===== src/rtl/demux16_buf.sv =====
// demux16_buf: 1-to-16 demultiplexer with a one-word holding register per channel.
// An upstream word is steered to channel in_sel; each channel drains independently.
module demux16_buf #(
  parameter int WIDTH = 4
) (
  input  logic                  clk,
  input  logic                  rst_n,
  input  logic                  in_valid,
  output logic                  in_ready,
  input  logic [3:0]            in_sel,
  input  logic [WIDTH-1:0]      in_data,
  output logic [15:0]           out_valid,
  input  logic [15:0]           out_ready,
  output logic [16*WIDTH-1:0]   out_data,
  output logic [15:0]           acc_cnt
);

  logic [15:0]          r_full;
  logic [16*WIDTH-1:0]  r_data;
  logic [15:0]          r_acc_cnt;
  logic                 w_accept;
  logic [15:0]          w_load;
  logic [15:0]          w_drain;

  // A full channel can still take a word when its consumer drains on the same edge.
  assign in_ready = !r_full[in_sel] || out_ready[in_sel];
  assign w_accept = in_valid && in_ready;
  assign w_drain  = r_full & out_ready;

  // One-hot load strobe for the selected channel on an accept.
  always_comb begin
    w_load = 16'd0;
    if (w_accept) begin
      w_load[in_sel] = 1'b1;
    end else begin
      w_load = 16'd0;
    end
  end

  // Full flags: load wins over drain, so a simultaneous drain+load stays full.
  always_ff @(posedge clk or negedge rst_n) begin
    if (!rst_n) begin
      r_full <= 16'd0;
    end else begin
      r_full <= (r_full & ~w_drain) | w_load;
    end
  end

  // Per-channel data registers change only on load and keep stale data when empty.
  always_ff @(posedge clk or negedge rst_n) begin
    if (!rst_n) begin
      r_data <= {(16*WIDTH){1'b0}};
    end else begin
      for (int k = 0; k < 16; k++) begin
        if (w_load[k]) begin
          r_data[k*WIDTH +: WIDTH] <= in_data;
        end else begin
          r_data[k*WIDTH +: WIDTH] <= r_data[k*WIDTH +: WIDTH];
        end
      end
    end
  end

  // Accepted-word counter, wraps naturally at 16 bits.
  always_ff @(posedge clk or negedge rst_n) begin
    if (!rst_n) begin
      r_acc_cnt <= 16'd0;
    end else if (w_accept) begin
      r_acc_cnt <= r_acc_cnt + 16'd1;
    end else begin
      r_acc_cnt <= r_acc_cnt;
    end
  end

  assign out_valid = r_full;
  assign out_data  = r_data;
  assign acc_cnt   = r_acc_cnt;

endmodule


===== config.mk =====
export PLATFORM = sky130hd
export DESIGN_NAME = demux16_buf
export DESIGN_NICKNAME = d
export VERILOG_FILES = /design/src/rtl/demux16_buf.sv
export SDC_FILE = /design/constraint.sdc
export NUM_CORES = 1
export LEC_CHECK = 0
export ABC_AREA = 1
export CAP_MARGIN = 20
export CELL_PAD_IN_SITES_DETAIL_PLACEMENT = 1
export CELL_PAD_IN_SITES_GLOBAL_PLACEMENT = 2
export CORE_MARGIN = 4
export CORE_UTILIZATION = 29
export CTS_BUF_LIST = sky130_fd_sc_hd__clkbuf_8
export CTS_CLUSTER_SIZE = 24
export DETAILED_ROUTE_END_ITERATION = 8
export HOLD_SLACK_MARGIN = 0.05
export PLACE_DENSITY_LB_ADDON = 0.15
export SYNTH_ARGS = -nofsm -noshare
export SYNTH_HDL_FRONTEND = slang
export SYNTH_SLANG_ARGS = --single-unit

===== constraint.sdc =====
create_clock -name clk -period 1.9 [get_ports clk]
set_input_delay 0.19 -clock clk [delete_from_list [all_inputs] [get_ports clk]]
set_output_delay 0.19 -clock clk [all_outputs]
set_load 0.1 [all_outputs]

After elaboration in Yosys (flattened, before gate mapping)
Cells that the tools add are included.
{"block": "word_totals", "register_bits": 96, "inputBits": 27, "output_inout_bits": 97, "elab_cells": 36}
{"block": "op_classes", "add_sub_neg": 1, "order_cmp": 2, "n_mux": 7, "n_bitwise": 4, "reduce_logical": 4}
{"op": "AND 16 bit", "n": 2}
{"op": "adder 16 x 1 -> 16 bit (second input constant)", "n": 1}
{"op": "2-to-1 mux 16 bit", "n": 1}
{"op": "inverter 16 bit", "n": 1}
{"op": "bitwise OR 16 bit", "n": 1}
{"op": "binary-select mux 1 bit (select 4 bit)", "n": 2}
{"op": "< comparator 4 x 5 -> 1 bit (second input constant)", "n": 1}
{"op": "demux 1 bit (select 4 bit)", "n": 1}
{"op": ">= comparator 4 x 1 -> 1 bit (second input constant)", "n": 1}
{"op": "2-to-1 mux 1 bit", "n": 3}
{"op": "logical AND 1 bit", "n": 2}
{"op": "logical NOT 1 bit", "n": 1}
{"op": "logical OR 1 bit", "n": 1}

Logic depth before layout (Yosys ltp)
{"block": "depth", "word_depth": 7, "ltp_mapped": 15}

Least setup slack after synthesis
No wires, ideal clock.
{"block": "synth_path", "kind": "register to register", "start": "register r_acc_cnt[0] (netlist: acc_cnt[0])", "end": "register r_acc_cnt[14] (netlist: acc_cnt[14])", "setup_time_ns": 0.122, "arrival_time_ns": 2.036, "required_time_ns": 1.778, "path_slack_ns": -0.258, "stages_incl_launch_ff": 8, "path_buffers": 0, "path_cell_list": "dfrtp_1 ha_1 nand3_1 nor2_1 nand4_1 xnor2_1 nand3_1 nand2_1"}
{"block": "synth_via", "elab_chain_cells": 1}
{"item": "from (decl)", "line": "20", "rtl": "logic [15:0] r_acc_cnt;"}
{"item": "from (signal assigned)", "line": "69", "rtl": "r_acc_cnt <= r_acc_cnt + 16'd1;"}
{"item": "from (signal assigned)", "line": "71", "rtl": "r_acc_cnt <= r_acc_cnt;"}
{"item": "adder 16 x 1 -> 16 bit", "line": "69"}
No other way between the ends.
A chain may end at the register's enable or synchronous reset.

Worst setup path after layout
{"block": "layout_path", "start": "register r_full[15] (netlist: out_valid[15])", "end": "output port in_ready"}
{"block": "layout_via", "elab_chain_cells": 4}
{"item": "from (decl)", "line": "18", "rtl": "logic [15:0] r_full;"}
{"item": "from (signal assigned)", "line": "45", "rtl": "r_full <= (r_full & ~w_drain) | w_load;"}
{"item": "binary-select mux 1 bit (select 4 bit)", "line": "26", "rtl": "assign in_ready = !r_full[in_sel] || out_ready[in_sel];"}
{"item": "2-to-1 mux 1 bit (implied by the code)", "line": "26"}
{"item": "logical NOT 1 bit", "line": "26"}
{"item": "logical OR 1 bit", "line": "26"}
{"item": "to (decl)", "line": "9", "rtl": "output logic in_ready,"}
No other way between the ends. The select of a mux whose other input is x is not followed.

==> results.md <==
* CP startpoint kind: flip-flop
* Crit path required time at 1.71 ns
* Initial antenna violation count at 0
* Top cell type's share of synthesized area at 0.5087
* Register bit count reported by yosys at 96
* Crit. End Element: primary output
* Syn Std Cell Area at 4722 um2
* Most area-consuming cells after synthesis: dfrtp_1 51%, nand2_1 21%, nand4_1 8.9%
* Routed WL at 17,200 um
* CTS Buffer Depth at 2
* # H-tree levels at 3
* Post-route ant nets at 0
* Initial Util at 0.2962
* Cell with the most instances after synthesis: nand2_1
* Switching Fraction at 0.5521
* Fill cell count at 1,979
* Final setup margin at 0.06968 ns
* Syn Inst Count at 585
* Sink Count at 96
* Sw power at 0.004766 W
* Fin crit share at 0.9633
* Vias in the first global route at 4,914
* Post-route minimum period at 1.830 ns
* Core Area at 15,940 um2
* Flop pwr share at 0.321
* Post-Synthesis Net Count at 613
* CTS Buf Count at 9
* Main combinational cell family by area after synthesis: simple AND/OR/NAND/NOR gates
* Row cnt at 46
* Largest net degree at the start of global routing at 44
* Sequential share of the synthesized area at 0.5087
* Min-Delay Path Class: in -> async
* CTS root buffer: clkbuf_8
* Worst VDD drop at 0.7628 mV
* Pre-CTS setup slack at -0.3102 ns
* Most used DFF post-synth: dfrtp_1
* Via density at 4.807
* Final hold violations at 0
* Initial DRC count at 198
* Io pins at 124
* Post-Synth Simple-Gate Area at 0.3710
* Share of synthesized area spent on multiplexers at 0
* Port bufs at 123
* P_leak at 3.411 nW
* RePlAce Congestion at 0.7937
* Unrepaired setup endpoints after global routing: true
* CTS tree: built
* Area leader, netlist: dfrtp_1
* Remaining routing DRC violations at 0
* Outcome: completed
* Die Y at 135.6 um
* Top post-synthesis cells by count: 259 x nand2_1, 96 x dfrtp_1, 67 x nand4_1, 30 x inv_1, 27 x nor2_1
* Final setup fails at 0
* Comb power frac at 0.527
* Slew @ Worst Pin at 0.6056 ns
* First-pass GRT wire length at 26,830 um
* Max_cap viols at 0
* GR Overflow Total at 0
* Post-synthesis xor/xnor area fraction at 0.02597
* Post-synth EDFFs at 0
* Diodes inserted at 0
* Die width at 135.6 um
* Clk pwr share at 0.152
* Max Slew Vio Count at 0
* Die area at 18,390 um2
* Clk slew on worst S/H paths at 0.10 ns
* FF-to-FF path depth at 14
* Fraction of registers with async set/reset at 1.000
* Adder-Cell Fraction of Synth Area at 0.002650
* Avg WL per Cell at 17.88 um
* Compound-Gate Fraction of Synth Area at 0.02120
* GRT Util Overall at 0.1875
* Mean Syn Cell Area at 8.072 um2
* Worst endpoint data arrival time at 1.64 ns
* DR pass1 iterations at 4
* Internal at 0.003866 W
* Worst-path fanout max at 2
* Share of cells above drive strength 1 at 0.2882
* DP HPWL at 12,300 um
* Slew HR at 0.5963
* Pwr/cell area at 1307 nW/um2
* Clk_lat worst skew at 0.38 ns
* Clock skew at 0.01036 ns
* Setup CP Type: reg -> out
* Synth-to-layout area growth at 39.88%
* Distinct cell type count after synthesis at 22
* Ys Warns at 0
* Final net count at 769
* Vias post-DR at 4,624
* TNS Setup at 0 ns
* Achievable Freq at 546.4 MHz
worst max-delay path, stage by stage, from the launching register on:
cell     delay, ns
dfrtp_2       0.44
nand2_1       0.07
nand2_1       0.05
nand2_1       0.06
nand2_1       0.05
nand2_1       0.05
nand2_1       0.05
inv_1         0.06
nand2_2       0.06
nand2_4       0.08
buf_12        0.11
buf_12        0.16
final timing paths:
check	startpoint	end	slack (ns)
setup / recovery	out_valid[15]	in_ready	0.07
hold / removal	rst_n	out_valid[12]	0.31
setup reg to reg	out_valid[15]	out_data[50]	0.14
hold reg to reg	out_data[57]	out_data[57]	0.48
max in group asynchronous	rst_n	acc_cnt[5]	0.95
min in group clk	in_valid	out_data[47]	0.37
registers in the layout, summed over array words and instances, names as in the netlist:
register / count
acc_cnt: 16
out_data: 64
out_valid: 16
power by group through the flow:
stage          Clock [W]  Combinational [W]  Sequential [W]
6_report         0.00131            0.00455         0.00277
5_1_grt          0.00145            0.00473         0.00283
4_1_cts          0.00137            0.00456         0.00278
3_5_place_dp           0            0.00455         0.00281
3_3_place_gp           0            0.00450         0.00281
2_1_floorplan          0           0.000557         0.00565
metrics by stage:
stage / util / hold slack, ns / power, W / instance area, um2 / cells
floorplan: - / -0.1056 / 0.006212 / 4752 / 585
global placement: 0.3908 / 0.1772 / 0.007310 / 6231 / 936
detailed placement: 0.3908 / 0.1771 / 0.007361 / 6231 / 936
CTS: 0.4065 / 0.2991 / 0.008714 / 6481 / 958
global route: 0.4143 / 0.3416 / 0.009016 / 6605 / 962
finish: 0.4143 / 0.3103 / 0.008632 / 6605 / 962
cell families after synthesis:
group,after synthesis
AND/OR/NAND/NOR,388
XOR/XNOR,14
buffers and inverters,66
AO/OA/AOI/OAI,20
flip-flops,96
adder cells (fa/ha/maj),1
placed cells by master, fill, tap and decap left out:
master,n
inv_2,1
nand2_4,1
clkinvlp_4,1
inv_1,30
nand2_2,1
nand3b_1,1
buf_2,1
nor3_1,2
nand3_4,5
ha_1,1
xnor2_1,9
nand4_1,67
clkbuf_8,11
clkinv_2,3
buf_4,140
nand3_2,11
buf_12,8
nor2_1,26
nand3_1,15
nor2_2,1
xor2_1,5
dfrtp_1,72
inv_4,1
nand2_1,258
dlygate4sd3_1,1
o21ai_1,4
clkdlybuf4s50_1,23
inv_6,1
dfrtp_2,24
o21ai_0,16
dlygate4sd2_1,1
clkbuf_16,3
buf_6,2
per-layer routing:
metal | track usage | vias to the layer above | part of all wire
met5 | 0 | - | 0
li1 | - | 2216 | -
met4 | 0.04815 | 0 | 0.012
met1 | 0.2653 | 2287 | 0.49
met2 | 0.2934 | 106 | 0.45
met3 | 0.03900 | 15 | 0.052
what timing repair did:
item | CTS | global route
hold endpoints to repair | 30 | 0
hold buffers | 1 | 0
pin swaps | 1 | 5
resized for setup | 8 | 7
cloned | 0 | 3
setup endpoints to repair | 1 | 71
setup buffers | 5 | 1
layout make-up:
type,instances,area (um2),share of cell area
sequential,96,2432,0.3683
multi-input combinational,423,2034,0.3080
timing repair buffer,179,1563,0.2366
tap,216,270.3,0.04092
clock buffer,11,151.4,0.02292
inverter,32,123.9,0.01875
clock inverter,5,30.03,0.004546
No activity file was read; power rests on OpenSTA's default activity.
